$ cat config.mk
export PLATFORM = sky130hd
export DESIGN_NAME = nn_sequencer
export DESIGN_NICKNAME = d
export VERILOG_FILES = /design/src/rtl/nn_pkg.sv /design/src/rtl/nn_sequencer.sv
export SDC_FILE = /design/constraint.sdc
export NUM_CORES = 1
export LEC_CHECK = 0
export ABC_AREA = 1
export BUFFER_PORTS_ARGS = -buffer_cell sky130_fd_sc_hd__buf_2
export CORE_ASPECT_RATIO = 1.25
export CORE_UTILIZATION = 30
export DETAILED_ROUTE_END_ITERATION = 7
export SETUP_SLACK_MARGIN = 0.15
export SLEW_MARGIN = 20
export SYNTH_ARGS = -nofsm -noshare
export SYNTH_HDL_FRONTEND = slang
export SYNTH_SLANG_ARGS = --single-unit
$ cat constraint.sdc
create_clock -name Clk -period 3.7 [get_ports Clk]
set_input_delay 0.37 -clock Clk [delete_from_list [all_inputs] [get_ports Clk]]
set_output_delay 0.37 -clock Clk [all_outputs]
set_load 0.05 [all_outputs]
$ cat src/rtl/nn_pkg.sv
// Shared constants and types for the MNIST inference control path.
package nn_pkg;

  localparam int unsigned N_IN  = 784;
  localparam int unsigned N_HID = 64;
  localparam int unsigned N_OUT = 10;

  localparam int unsigned W_BASE_L1 = N_IN * N_HID;
  localparam int unsigned IN_AW     = $clog2(N_IN);
  localparam int unsigned W_AW      = $clog2(N_IN * N_HID + N_HID * N_OUT);
  localparam int unsigned NEURON_AW = $clog2(N_HID);

  typedef enum logic [2:0] {
    StIdle,
    StMac,
    StDrain,
    StWb,
    StDone
  } seq_state_t;

endpackage

$ cat src/rtl/nn_sequencer.sv
// Control FSM sequencing one two-layer inference over the shared MAC datapath.
// Issues activation/weight addresses and MAC/write-back strobes only.
module nn_sequencer #(
  parameter int unsigned N_IN    = nn_pkg::N_IN,
  parameter int unsigned N_HID   = nn_pkg::N_HID,
  parameter int unsigned N_OUT   = nn_pkg::N_OUT,
  parameter int unsigned MAC_LAT = 2
) (
  input  logic                                         Clk,
  input  logic                                         Reset,
  input  logic                                         Start,
  output logic                                         Done,
  output logic                                         Busy,
  output logic                                         Layer,
  output logic [$clog2(N_IN)-1:0]                      In_Addr,
  output logic [$clog2(N_IN*N_HID+N_HID*N_OUT)-1:0]    W_Addr,
  output logic                                         Mac_En,
  output logic                                         Mac_Clr,
  output logic                                         Neuron_WE,
  output logic [$clog2(N_HID)-1:0]                     Neuron_Addr
);
  import nn_pkg::*;

  localparam int unsigned IAW     = $clog2(N_IN);
  localparam int unsigned WAW     = $clog2(N_IN * N_HID + N_HID * N_OUT);
  localparam int unsigned NAW     = $clog2(N_HID);
  localparam int unsigned DW      = (MAC_LAT > 1) ? $clog2(MAC_LAT) : 1;
  localparam int unsigned L1_BASE = N_IN * N_HID;

  seq_state_t     state_q, state_d;
  logic           start_q;
  logic           layer_q, layer_d;
  logic [IAW-1:0] elem_q, elem_d;
  logic [NAW-1:0] neuron_q, neuron_d;
  logic [DW-1:0]  drain_q, drain_d;
  logic [WAW-1:0] wptr_q, wptr_d;

  logic           rise;
  logic           busy;
  logic [IAW-1:0] k_last;
  logic [NAW-1:0] m_last;

  assign rise   = Start & ~start_q;
  assign busy   = (state_q == StMac) || (state_q == StDrain) || (state_q == StWb);
  assign k_last = layer_q ? IAW'(N_HID - 1) : IAW'(N_IN - 1);
  assign m_last = layer_q ? NAW'(N_OUT - 1) : NAW'(N_HID - 1);

  always_ff @(posedge Clk) begin
    if (Reset) begin
      state_q  <= StIdle;
      start_q  <= 1'b0;
      layer_q  <= 1'b0;
      elem_q   <= '0;
      neuron_q <= '0;
      drain_q  <= '0;
      wptr_q   <= '0;
    end else begin
      state_q  <= state_d;
      start_q  <= Start;
      layer_q  <= layer_d;
      elem_q   <= elem_d;
      neuron_q <= neuron_d;
      drain_q  <= drain_d;
      wptr_q   <= wptr_d;
    end
  end

  always_comb begin
    state_d  = state_q;
    layer_d  = layer_q;
    elem_d   = elem_q;
    neuron_d = neuron_q;
    drain_d  = drain_q;
    wptr_d   = wptr_q;

    unique case (state_q)
      StIdle: begin
        if (rise) state_d = StMac;
      end
      StMac: begin
        elem_d = elem_q + IAW'(1);
        wptr_d = wptr_q + WAW'(1);
        if (elem_q == k_last) begin
          elem_d  = '0;
          drain_d = '0;
          state_d = StDrain;
        end
      end
      StDrain: begin
        if (drain_q == DW'(MAC_LAT - 1)) begin
          drain_d = '0;
          state_d = StWb;
        end else begin
          drain_d = drain_q + DW'(1);
        end
      end
      StWb: begin
        if (neuron_q != m_last) begin
          neuron_d = neuron_q + NAW'(1);
          state_d  = StMac;
        end else if (!layer_q) begin
          layer_d  = 1'b1;
          neuron_d = '0;
          wptr_d   = WAW'(L1_BASE);
          state_d  = StMac;
        end else begin
          state_d = StDone;
        end
      end
      StDone: begin
        if (!Start) state_d = StIdle;
      end
      default: state_d = StIdle;
    endcase

    // Dropping Start mid-run abandons the inference without a Done.
    if (busy && !Start) state_d = StIdle;

    // Every run starts from clean counters, whichever way IDLE is entered.
    if (state_d == StIdle) begin
      layer_d  = 1'b0;
      elem_d   = '0;
      neuron_d = '0;
      drain_d  = '0;
      wptr_d   = '0;
    end
  end

  always_comb begin
    Busy        = busy;
    Done        = (state_q == StDone);
    Layer       = layer_q;
    Mac_En      = (state_q == StMac);
    Mac_Clr     = Mac_En && (elem_q == '0);
    In_Addr     = Mac_En ? elem_q : '0;
    W_Addr      = Mac_En ? wptr_q : '0;
    Neuron_WE   = (state_q == StWb);
    Neuron_Addr = Neuron_WE ? neuron_q : '0;
  end

endmodule

# Word-level counts from Yosys, hierarchy flattened
# Cells that the tools add are included.
totals:
  register_bits: 38
  out_inout_bits: 38
classes:
  add_sub_neg: 4
  n_eq_ne: 10
  mux: 22
  bitwise: 3
  reduce_logical: 15
ops:
  columns: ["op", "count"]
  rows:
  - ["16-bit two-way mux", 3]
  - ["16-bit case mux with 2 select lines", 1]
  - ["10-bit two-way mux", 3]
  - ["6-bit two-way mux", 4]
  - ["3-bit two-way mux", 7]
  - ["16-bit by 1-bit adder with 16-bit output (second input constant)", 1]
  - ["3-bit case mux with 5 select lines", 1]
  - ["10-bit by 1-bit adder with 10-bit output (second input constant)", 1]
  - ["10-bit == test", 1]
  - ["10-bit zero test", 1]
  - ["6-bit by 1-bit adder with 6-bit output (second input constant)", 1]
  - ["3-bit by 2-bit == test with 1-bit output (second input constant)", 2]
  - ["3-bit zero test", 2]
  - ["6-bit != test", 1]
  - ["2-bit AND reduction", 3]
  - ["2-bit by 1-bit != test with 1-bit output (second input constant)", 2]
  - ["2-bit != test (second input constant)", 2]
  - ["2-bit nonzero test", 2]
  - ["3-bit by 1-bit == test with 1-bit output (second input constant)", 1]
  - ["3-bit == test (second input constant)", 1]
  - ["3-bit AND reduction", 1]
  - ["1-bit logical AND", 2]
  - ["1-bit logical OR", 2]
  - ["1-bit two-way mux", 2]
  - ["other kinds (6)", 7]

# Logic depth before layout (Yosys ltp)
# Gate-level depths: netlist (run 1).
logic_depth:
  ltp_word: 7
  ltp_mapped: 13
  mapped_depth_nobuf: 12

# Least setup slack after synthesis (run 1)
# OpenSTA, ideal clock, no wires.
synth_path:
  path_type: "register to output"
  startpoint: "reg state_q[2]"
  endpoint: "out Mac_Clr"
  t_arrival_ps: 2533
  slack_ps: 797
  path_stages_with_launch: 7
  n_path_buf: 1
  cell_sequence: "dfxtp_1 -> inv_2 -> nand2_2 -> nor2_8 -> buf_1 -> nand4_1 -> nor3_1"
synth_via:
  elab_chain_len: 2
synth_lines:
  columns: ["element", "line_no", "source"]
  rows:
  - ["start: declaration", "nn_sequencer.sv:30", "seq_state_t state_q, state_d;"]
  - ["start signal: assignment", "nn_sequencer.sv:50", "state_q <= StIdle;"]
  - ["start signal: assignment", "nn_sequencer.sv:58", "state_q <= state_d;"]
  - ["3-bit by 1-bit == test with 1-bit output", "nn_sequencer.sv:133", "Mac_En = (state_q == StMac);"]
  - ["named net Mac_En", "nn_sequencer.sv:17", "output logic Mac_En,"]
  - ["1-bit logical AND", "nn_sequencer.sv:134", "Mac_Clr = Mac_En && (elem_q == '0);"]
  - ["end: declaration", "nn_sequencer.sv:18", "output logic Mac_Clr,"]
# The timed path passes the listed nets, and every way through them passes these cells.

# Worst setup path after layout (run 1)
layout_path:
  startpoint: "reg state_q[2]"
  endpoint: "reg neuron_q[2]"
layout_via:
  elab_chain_len: 7
  elab_cells_between_ends: 17
layout_lines:
  columns: ["element", "line_no", "source"]
  rows:
  - ["branches (longest 7 deep; another with 3-bit case mux with 5 select lines)", null, null]
  - ["end signal: assignment", "nn_sequencer.sv:62", "neuron_q <= neuron_d;"]
  - ["end: declaration", "nn_sequencer.sv:34", "logic [NAW-1:0] neuron_q, neuron_d;"]
# Several ways; the timed one is not identified.
# A chain may end at the register's enable or synchronous reset.

==> results of run 1 <==
-- flip-flops by register name, summed over array words and instances, names as in the netlist --
signal and flops:
drain_q 1, state_q 3, elem_q 10, wptr_q 16, Layer 1, neuron_q 6, start_q 1
-- critical path, cell delays in order (launching register included) --
cell	delay, ns
dfxtp_1	0.40
inv_2	0.08
nand2_2	0.15
nor2_8	0.09
inv_2	0.52
nor2_1	0.11
o21ai_1	0.28
nand3_4	0.73
nand2_1	0.26
inv_1	0.05
-- metal layers --
| metal | vias up | wire, um |
|---|---|---|
| met2 | 34 | 3370 |
| li1 | 1387 | - |
| met4 | 0 | 149 |
| met1 | 1172 | 2990 |
| met5 | - | 0 |
| met3 | 11 | 107 |
-- Yosys cell counts (3+ instances only) --
cell type	n
nand2_2	9
a21oi_1	4
xnor2_1	4
o21ai_0	11
nand2_4	26
o21ai_1	9
inv_2	37
nand3_1	28
ha_1	4
nor3_1	16
nor2_1	59
nand4_1	13
buf_2	6
dfxtp_1	38
o22ai_1	3
buf_12	3
inv_1	46
nand2_1	79
xor2_1	11
-- how the worst min path moves through the flow --
stage | start | endpoint | slack [ns] | cells past startpoint
after global routing | Reset | start_q$_SDFF_PP0_ | 0.27 | 2
after detailed placement | Reset | start_q$_SDFF_PP0_ | 0.56 | 2
after CTS | Reset | start_q$_SDFF_PP0_ | 0.27 | 2
final | Reset | start_q$_SDFF_PP0_ | 0.27 | 2
after global placement | Reset | start_q$_SDFF_PP0_ | 0.56 | 2
after floorplan | Reset | start_q$_SDFF_PP0_ | 0.44 | 1
-- logic make-up after synthesis --
kind of cell / count (synthesis) / synth area share
xor gates and xnor gates: 16 / 0.0546
buffers and inverters: 95 / 0.147
AOI/OAI and AO/OA: 30 / 0.0564
DFF: 38 / 0.262
adders and majority gates: 4 / 0.0172
and+or+nand+nor: 244 / 0.460
muxes: 1 / 0.00344
-- layout make-up --
| class | count | area (um^2) |
|---|---|---|
| fillers | 1008 | 5980 |
| multi-input cells | 295 | 1720 |
| flip-flops and latches | 38 | 761 |
| inverters | 83 | 312 |
| repair buffers | 41 | 208 |
| well taps | 123 | 154 |
| clock buffers | 6 | 129 |
| clock inverters | 1 | 7.51 |
-- through the flow --
stage	cell area, um^2	hold WS (ns)
2_1_floorplan	2910	0.442
3_3_place_gp	3150	0.561
3_5_place_dp	3150	0.564
4_1_cts	3290	0.268
5_1_grt	3290	0.273
6_report	3290	0.270
-- report_power, final --
group / internal [mW] / switching, mW / leakage [nW] / total (mW)
combinational: 0.0185 / 0.0757 / 1.48 / 0.0942
sequential: 0.412 / 0.00319 / 0.307 / 0.415
clock: 0.246 / 0.167 / 0.0629 / 0.413
==> impl_metrics.py, run 1 <==
metrics = {
    "placement": {
        "numPortBuffers": 40,
        "place_inst": 580,
        "dp.final_hpwl_um": 4960,
        "gp_congestion": 0.814,
        "post-place-ws_ns": 0.915,
    },
    "critical_path": {
        "required_ns": 3.87,
        "reg2reg_to": "neuron_q[2]$_SDFFE_PP0P_",
        "crit_path_end": "neuron_q[2]$_SDFFE_PP0P_",
        "reg2reg_setup_slack_ns": 0.92,
        "setup.worst_path.class": "register to register",
        "r2r_start": "state_q[2]$_SDFF_PP0_",
        "critPathArrivalTime_ns": 2.96,
        "crit_start": "state_q[2]$_SDFF_PP0_",
        "critPathMaxFanout": 40,
        "worst_setup_path_start_kind": "register",
        "ff2ff_path_depth": 9,
        "cp-end-kind": "register",
    },
    "sta": {
        "worst-slew-pin-transition_ns": 0.910,
        "worst_slack_ns": 0.917,
        "finalHoldViolCount": 0,
        "drv_slew": 0,
        "setup_viol": 0,
        "fin_skew_ns": 0.00650,
        "final.setup.tns_ns": 0,
        "fin_crit_sh": 0.752,
        "fmax_ghz": 0.359,
        "rsz0062_at_grt": "false",
        "maxSlewHeadroom": 0.393,
        "finalCriticalPeriod_ns": 2.78,
    },
    "hold_path": {
        "holdCritPathClass": "primary input to register",
    },
    "clock_tree": {
        "cts-root-buf": "clkbuf_16",
        "hold_buffers": 0,
        "clkSinkCount": 38,
        "htree_levels": 2,
        "cts_setup_buffers": 0,
        "clkTransAtPathRegs_ns": 0.06,
        "clk_path_buf_depth": 2,
        "cts_tree": "built",
        "cts_buffers": 5,
        "cts_resized": 0,
        "clk_latency_ns": 0.28,
    },
    "yosys": {
        "syn_area_per_cell_um2": 6.79,
        "synth_edf_count": 0,
        "synth_top_area_share": 0.262,
        "synthArstFlopShare": 0,
        "syn_area_mm2": 0.00291,
        "ys_warn_count": 0,
        "syn_inst": 428,
        "ys_top_cells_by_area": "dfxtp_1, nand2_1, nand2_4",
        "yosys.area.top_type": "dfxtp_1",
        "ys_seq_area_frac": 0.262,
        "ys_ff_latch": 38,
        "syn_nets": 435,
        "synth_ff_type": "dfxtp_1",
        "ys_types": 34,
    },
    "grt": {
        "met3_usage": 0.0176,
        "grtUsageTotal": 0.135,
        "grt_use_met1": 0.153,
        "grt_pass1_wl_um": 11200,
        "grt_pass1_vias": 2496,
        "met2_usage": 0.251,
        "antenna_found_initial": 0,
        "top_usage_layer": "met2",
        "grt-ovfl-total": 0,
        "grt_max_degree": 41,
    },
    "flow_run": {
        "cap_violations": 0,
    },
    "drt": {
        "via_per_inst": 4.44,
        "route.detailed.drc": 0,
        "ant_nets": 0,
        "wirelength_um": 6620,
        "firstDrtPassIters": 4,
        "vias": 2604,
        "drt-initial-drc-count": 143,
        "post_drt_wl_per_cell_um": 11.3,
    },
    "floorplanning": {
        "start_util": 0.314,
        "fp.dieW_um": 90.1,
        "core_area_mm2": 0.00927,
        "die-area_mm2": 0.0101,
        "io-pin-count": 41,
        "row_count": 39,
        "die_h_um": 112,
    },
    "status": {
        "status": "complete, no violations",
    },
    "power_and_ir_drop": {
        "power_density_mw_per_mm2": 280,
        "vdd_drop_max_v": 0.000150,
        "leakagePower_nw": 1.85,
        "power_mw": 0.922,
    },
    "cells_and_area": {
        "fin_cells": 587,
        "layout-drive-gt1-share": 0.284,
        "final_cell_mix": "nand2_1, nor2_1, inv_1",
        "nNetsFinal": 471,
        "syn_to_final_growth_pct": 13.1,
        "final_common_cell": "nand2_1",
        "post-route-util": 0.355,
        "n_antenna_cell": 0,
    },
}
(Power assumes the default switching activity.)
==> run 2, diff against run 1 <==
==> constraint.sdc (replaced) <==
create_clock -name Clk -period 2.5 [get_ports Clk]
set_input_delay 0.25 -clock Clk [delete_from_list [all_inputs] [get_ports Clk]]
set_output_delay 0.25 -clock Clk [all_outputs]
set_load 0.05 [all_outputs]
==> run 2 against run 1 <==
  * Critical path depth decreased by 2
  * Non-clock buffer count rose by 5
  * Clock power grew 55%
  * Design area is 2.1% higher
  * Hold slack got worse by 0.12 ns
  * Cell count rose by 1.0%
  * Register-to-register slack worse by 0.43 ns
  * Die area is the same
  * Sequential share of layout area is 0.44 points lower
  * Worst setup slack worse by 0.58 ns
  * Clock skew shrank 0.0030 ns
  * Sequential cell count unchanged
==> impl_metrics.py, run 2 (same netlist as run 1, synthesis figures left out) <==
metrics = {
    "critical_path": {
        "worst_setup_path_start_kind": "register",
        "setup.worst_path.class": "register to primary output",
        "reg2reg_setup_slack_ns": 0.49,
        "r2r_start": "elem_q[0]$_SDFFE_PP0N_",
        "critPathMaxFanout": 39,
        "ff2ff_path_depth": 10,
        "reg2reg_to": "neuron_q[1]$_SDFFE_PP0P_",
        "required_ns": 2.25,
        "cp-end-kind": "primary output",
        "critPathArrivalTime_ns": 1.91,
    },
    "drt": {
        "drt-initial-drc-count": 82,
        "post_drt_wl_per_cell_um": 11.1,
        "firstDrtPassIters": 5,
        "wirelength_um": 6610,
        "ant_nets": 0,
        "via_per_inst": 4.55,
        "route.detailed.drc": 0,
        "vias": 2700,
    },
    "hold_path": {
        "min-delay-start": "Reset",
        "whs_endpoint": "start_q$_SDFF_PP0_",
        "holdPathStages": 2,
        "holdCritPathClass": "primary input to register",
    },
    "floorplanning": {
        "core_area_mm2": 0.00927,
        "fp.dieW_um": 90.1,
        "row_count": 39,
        "io-pin-count": 41,
        "die_h_um": 112,
        "die-area_mm2": 0.0101,
        "start_util": 0.314,
    },
    "flow_run": {
        "cap_violations": 0,
    },
    "cells_and_area": {
        "final_common_cell": "nand2_1",
        "final_cell_mix": "nand2_1, nor2_1, inv_1",
        "top_regs": "wptr_q: 16 flops, elem_q: 10 flops, neuron_q: 6 flops",
        "layout-drive-gt1-share": 0.300,
        "largest_reg_flops": 16,
        "regArea_um2": 762,
        "multi_input_area_mm2": 0.00173,
        "nNetsFinal": 476,
        "syn_to_final_growth_pct": 15.5,
        "n_antenna_cell": 0,
        "largest_register": "wptr_q",
        "fill_cells": 1033,
        "fin_cells": 593,
    },
    "sta": {
        "worst-slew-pin-transition_ns": 0.419,
        "setup_viol": 0,
        "fmax_ghz": 0.463,
        "maxSlewHeadroom": 0.719,
        "final.setup.tns_ns": 0,
        "rsz0062_at_grt": "false",
        "drv_slew": 0,
        "fin_skew_ns": 0.00349,
        "finalHoldViolCount": 0,
        "finalCriticalPeriod_ns": 2.16,
        "fin_crit_sh": 0.864,
    },
    "clock_tree": {
        "cts_tree": "built",
        "cts_buffers": 5,
        "cts-root-buf": "clkbuf_16",
        "clk_latency_ns": 0.28,
        "cts_resized": 0,
        "htree_levels": 2,
        "clkTransAtPathRegs_ns": 0.06,
        "clkSinkCount": 38,
        "cts_setup_buffers": 0,
        "clk_path_buf_depth": 2,
        "hold_buffers": 0,
    },
    "power_and_ir_drop": {
        "leakagePower_nw": 1.89,
        "vdd_drop_max_v": 0.000231,
        "power_density_mw_per_mm2": 418,
    },
    "grt": {
        "grt_pass1_vias": 2578,
        "grt_pass1_wl_um": 11400,
        "antenna_found_initial": 0,
        "grtUsageTotal": 0.138,
        "grt-ovfl-total": 0,
        "grt_max_degree": 40,
    },
    "placement": {
        "numPortBuffers": 40,
        "place_inst": 585,
        "gp_congestion": 0.917,
        "dp.final_hpwl_um": 5020,
    },
    "status": {
        "status": "complete, no violations",
    },
}
[run 2: changes by cell type in the layout (fill, tap and decap cells not counted)]
cell | previous run | this run
clkbuf_8 | 0 | 1
clkbuf_1 | 1 | 0
dfxtp_1 | 38 | 37
buf_4 | 1 | 5
buf_6 | 0 | 1
nor3_1 | 16 | 15
nor3_4 | 0 | 1
clkinv_2 | 0 | 1
dfxtp_2 | 0 | 1
[run 2: worst max-delay path by stage]
stage,cells past startpoint,slack (ns),to,start
after CTS,11,0.18,neuron_q[0]$_SDFFE_PP0P_,Layer$_SDFFE_PP0P_
after floorplan,6,0.22,Mac_Clr,state_q[2]$_SDFF_PP0_
after global placement,11,0.24,neuron_q[2]$_SDFFE_PP0P_,Layer$_SDFFE_PP0P_
after global routing,7,0.19,In_Addr[0],state_q[2]$_SDFF_PP0_
after detailed placement,11,0.19,neuron_q[0]$_SDFFE_PP0P_,Layer$_SDFFE_PP0P_
final,7,0.34,In_Addr[0],state_q[2]$_SDFF_PP0_
[run 2: worst max-delay path, cell delays in order, from the launching register on]
cell and delay (ns):
dfxtp_1 0.35, inv_2 0.11, nand2_2 0.11, nor2_8 0.26
inv_2 0.06, buf_4 0.27, nor2_1 0.18, buf_2 0.29
[run 2: routing by layer]
| metal | wire length [um] | share of wire | track usage |
|---|---|---|---|
| met1 | 2850 | 0.43 | 0.152 |
| met2 | 3350 | 0.51 | 0.255 |
| met3 | 287 | 0.043 | 0.0251 |
| met4 | 125 | 0.019 | 0.0602 |
| met5 | 0 | 0 | 0 |
[run 2: per-stage QoR]
| stage | hold WS (ns) | power [mW] | setup WS [ns] | area (um^2) | utilization |
|---|---|---|---|---|---|
| final | 0.146 | 1.41 | 0.340 | 3360 | 0.362 |
| after global routing | 0.138 | 1.46 | 0.189 | 3360 | 0.362 |
| after floorplan | 0.322 | 0.768 | 0.219 | 2920 | - |
| after CTS | 0.138 | 1.43 | 0.179 | 3350 | 0.362 |
| after detailed placement | 0.438 | 0.777 | 0.194 | 3200 | 0.345 |
| after global placement | 0.439 | 0.776 | 0.238 | 3200 | 0.345 |
[run 2: where the power goes]
part / internal, mW / leakage, nW / total, mW / switching, mW
Sequential: 0.610 / 0.307 / 0.615 / 0.00486
Combinational: 0.0343 / 1.51 / 0.149 / 0.115
Clock: 0.395 / 0.0729 / 0.642 / 0.247
[run 2: cell type report]
cell class,count,share of cell area
well taps,123,0.0458
flip-flops and latches,38,0.227
clock inverters,2,0.00373
multi-input cells,295,0.515
repair buffers,46,0.0741
inverters,83,0.0928
clock buffers,6,0.0414
==> run 3, diff against run 2 <==
--- a/config.mk
+++ b/config.mk
@@ -5,7 +5,6 @@
 export SDC_FILE = /design/constraint.sdc
 export NUM_CORES = 1
 export LEC_CHECK = 0
-export ABC_AREA = 1
 export BUFFER_PORTS_ARGS = -buffer_cell sky130_fd_sc_hd__buf_2
 export CORE_ASPECT_RATIO = 1.25
 export CORE_UTILIZATION = 30
==> run 3 against run 2 <==
  * Register-to-register slack improved by 0.09 ns
  * Cell count fell by 36%
  * Critical path type unchanged
  * Maximum frequency fell by 2.0%
  * Highest routed layer unchanged
  * Worst setup slack got worse by 0.044 ns
  * Critical path depth fell by 3
  * Core utilization rose by 0.89 points
  * Largest power group is now registers
  * First-iteration DRC count rose by 24%
  * Via count fell by 33%
  * Design area fell by 27%
  * Total power fell by 19%
==> impl_metrics.py, run 3 <==
metrics = {
    "status": {
        "status": "complete, no violations",
    },
    "power_and_ir_drop": {
        "power_density_mw_per_mm2": 464,
        "vdd_drop_max_v": 0.000180,
        "leakagePower_nw": 0.980,
        "clkPwrFrac": 0.392,
        "p_sw_mw": 0.282,
        "p_seq_frac": 0.542,
        "p_comb_frac": 0.066,
        "power_mw": 1.13,
        "internal_power_mw": 0.849,
        "switching_share": 0.249,
    },
    "yosys": {
        "synthSimpleGateAreaFrac": 0.385,
        "ys_top_cells_by_area": "dfxtp_1, and2_1, nor2_1",
        "synth_xor_area_frac": 0.0984,
        "syn_inst": 253,
        "synth_compound_area_frac": 0.0831,
        "yosysMostFrequentCell": "nor2_1",
        "ys_warn_count": 0,
        "ys_types": 42,
        "synth_top_area_share": 0.372,
        "synth_top_family_by_area": "simple AND/OR/NAND/NOR gates",
        "synth_edf_count": 0,
        "synth_ff_type": "dfxtp_1",
        "ys_ff_latch": 38,
        "synthAdderAreaFrac": 0.0244,
        "syn_nets": 260,
        "ys_seq_area_frac": 0.372,
        "syn_area_mm2": 0.00205,
        "synth_mux_area_frac": 0,
        "syn_area_per_cell_um2": 8.09,
        "synthArstFlopShare": 0,
        "yosys.area.top_type": "dfxtp_1",
        "synthTopCellsByCount": "nor2_1, dfxtp_1, and2_1, nand2_1, xor2_1",
    },
    "clock_tree": {
        "cts_setup_buffers": 0,
        "cts_buffers": 5,
        "clk_latency_ns": 0.30,
        "cts-root-buf": "clkbuf_8",
        "htree_levels": 2,
        "clkTransAtPathRegs_ns": 0.08,
        "clk_path_buf_depth": 2,
        "cts_tree": "built",
        "clkSinkCount": 38,
    },
    "floorplanning": {
        "row_count": 33,
        "die-area_mm2": 0.00716,
        "start_util": 0.312,
        "die_h_um": 94.4,
        "io-pin-count": 41,
        "core_area_mm2": 0.00657,
        "fp.dieW_um": 75.9,
    },
    "critical_path": {
        "worst_setup_path_start_kind": "register",
        "critPathMaxFanout": 34,
        "setup.worst_path.class": "register to primary output",
        "worst_path_max_delay_cell": "or3b_1",
        "cp_slowest_stage_delay_ns": 0.53,
        "required_ns": 2.25,
        "cp-end-kind": "primary output",
        "crit_family": "simple AND/OR/NAND/NOR gates",
        "critPathArrivalTime_ns": 1.95,
        "path_cells": "or3b_1, inv_6, and4_1, buf_2",
        "critPathBufInv": 2,
    },
    "grt": {
        "grtUsageTotal": 0.141,
        "grt_pass1_wl_um": 7730,
        "grt_max_degree": 35,
        "grt-ovfl-total": 0,
        "antenna_found_initial": 0,
        "grt_pass1_vias": 1668,
    },
    "drt": {
        "firstDrtPassIters": 4,
        "route.detailed.drc": 0,
        "drt-initial-drc-count": 102,
        "via_per_inst": 4.76,
        "post_drt_wl_per_cell_um": 12.1,
        "wirelength_um": 4590,
        "vias": 1814,
        "ant_nets": 0,
    },
    "cells_and_area": {
        "final_cell_mix": "nor2_1, buf_2, dfxtp_1",
        "final_common_cell": "nor2_1",
        "nNetsFinal": 300,
        "top_regs": "wptr_q: 16 flops, elem_q: 10 flops, neuron_q: 6 flops",
        "syn_to_final_growth_pct": 19.0,
        "largest_reg_flops": 16,
        "largest_register": "wptr_q",
        "layout-drive-gt1-share": 0.197,
        "n_antenna_cell": 0,
    },
    "sta": {
        "setup_viol": 0,
        "maxSlewHeadroom": 0.691,
        "worst-slew-pin-transition_ns": 0.460,
        "rsz0062_at_grt": "false",
        "fin_skew_ns": 0.00994,
        "finalHoldViolCount": 0,
        "final.setup.tns_ns": 0,
        "worst_slack_ns": 0.295,
        "fmax_ghz": 0.454,
        "fin_crit_sh": 0.882,
        "drv_slew": 0,
        "finalCriticalPeriod_ns": 2.20,
        "whs_ns": 0.145,
    },
    "placement": {
        "dp.final_hpwl_um": 3320,
        "gp_congestion": 0.786,
        "post-place-ws_ns": 0.447,
        "numPortBuffers": 40,
    },
    "hold_path": {
        "holdCritPathClass": "primary input to register",
    },
    "flow_run": {
        "cap_violations": 0,
    },
}
## run 3: cell count changes after synthesis, sizes merged, moves of 6 or more
cell	delta
nor2	-23
buf	-7
nand3	-17
and2	+29
o21ai	-18
a21oi	+7
nand2	-98
nand4	-6
nor3	-11
clkbuf	+6
inv	-75
## run 3: worst paths after layout
kind / startpoint / end / slack [ns] / depth (start not counted)
setup / recovery: state_q[0]$_SDFF_PP0_ / Mac_Clr / 0.30 / 4
hold / removal: Reset / start_q$_SDFF_PP0_ / 0.14 / 2
setup reg to reg: state_q[0]$_SDFF_PP0_ / elem_q[8]$_SDFFE_PP0N_ / 0.58 / 5
hold reg to reg: wptr_q[1]$_SDFFE_PP0P_ / wptr_q[1]$_SDFFE_PP0P_ / 0.51 / 2
## run 3: area by class of cell
type / count / area (um^2)
Timing Repair Buffer: 44 / 230
Sequential cell: 38 / 761
Inverter: 8 / 35.0
Fill cell: 681 / 4130
Clock buffer: 7 / 86.3
Tap cell: 87 / 109
Multi-Input combinational cell: 196 / 1210
Clock inverter: 1 / 5.00
## run 3: kinds of logic (layout without fill, tap and decap cells)
| family | after synthesis | count (layout) |
|---|---|---|
| compound gates | 26 | 26 |
| xor+xnor | 23 | 23 |
| fa+ha+maj | 4 | 4 |
| buf+inv | 19 | 60 |
| flops | 38 | 38 |
| simple gates | 143 | 143 |
## run 3: through the flow
step | instances | instance area, um^2 | util
6_report | 381 | 2440 | 0.371
4_1_cts | 381 | 2430 | 0.371
3_5_place_dp | 373 | 2340 | 0.356
2_1_floorplan | 253 | 2050 | -
5_1_grt | 381 | 2440 | 0.371
3_3_place_gp | 373 | 2340 | 0.356
## run 3: power by group through the flow
stage	sequential (mW)	combinational [mW]	clock, mW
after floorplan	0.626	0.0594	0
after global placement	0.627	0.0735	0
after detailed placement	0.627	0.0735	0
after CTS	0.613	0.0745	0.457
after global routing	0.614	0.0840	0.482
final	0.613	0.0751	0.443
## run 3: layer usage
metal / wire [um] / part of all wire / up-vias / track usage
met3: 171 / 0.037 / 11 / 0.0309
met5: 0 / 0 / - / 0
met1: 2110 / 0.46 / 839 / 0.174
met2: 2180 / 0.47 / 30 / 0.227
met4: 131 / 0.029 / 0 / 0.0679
li1: - / - / 934 / -
## run 3: repair_timing
action,4_1_cts,5_1_grt
setup endpoints to repair,1,2
resized for setup,1,1
hold buffers,0,0
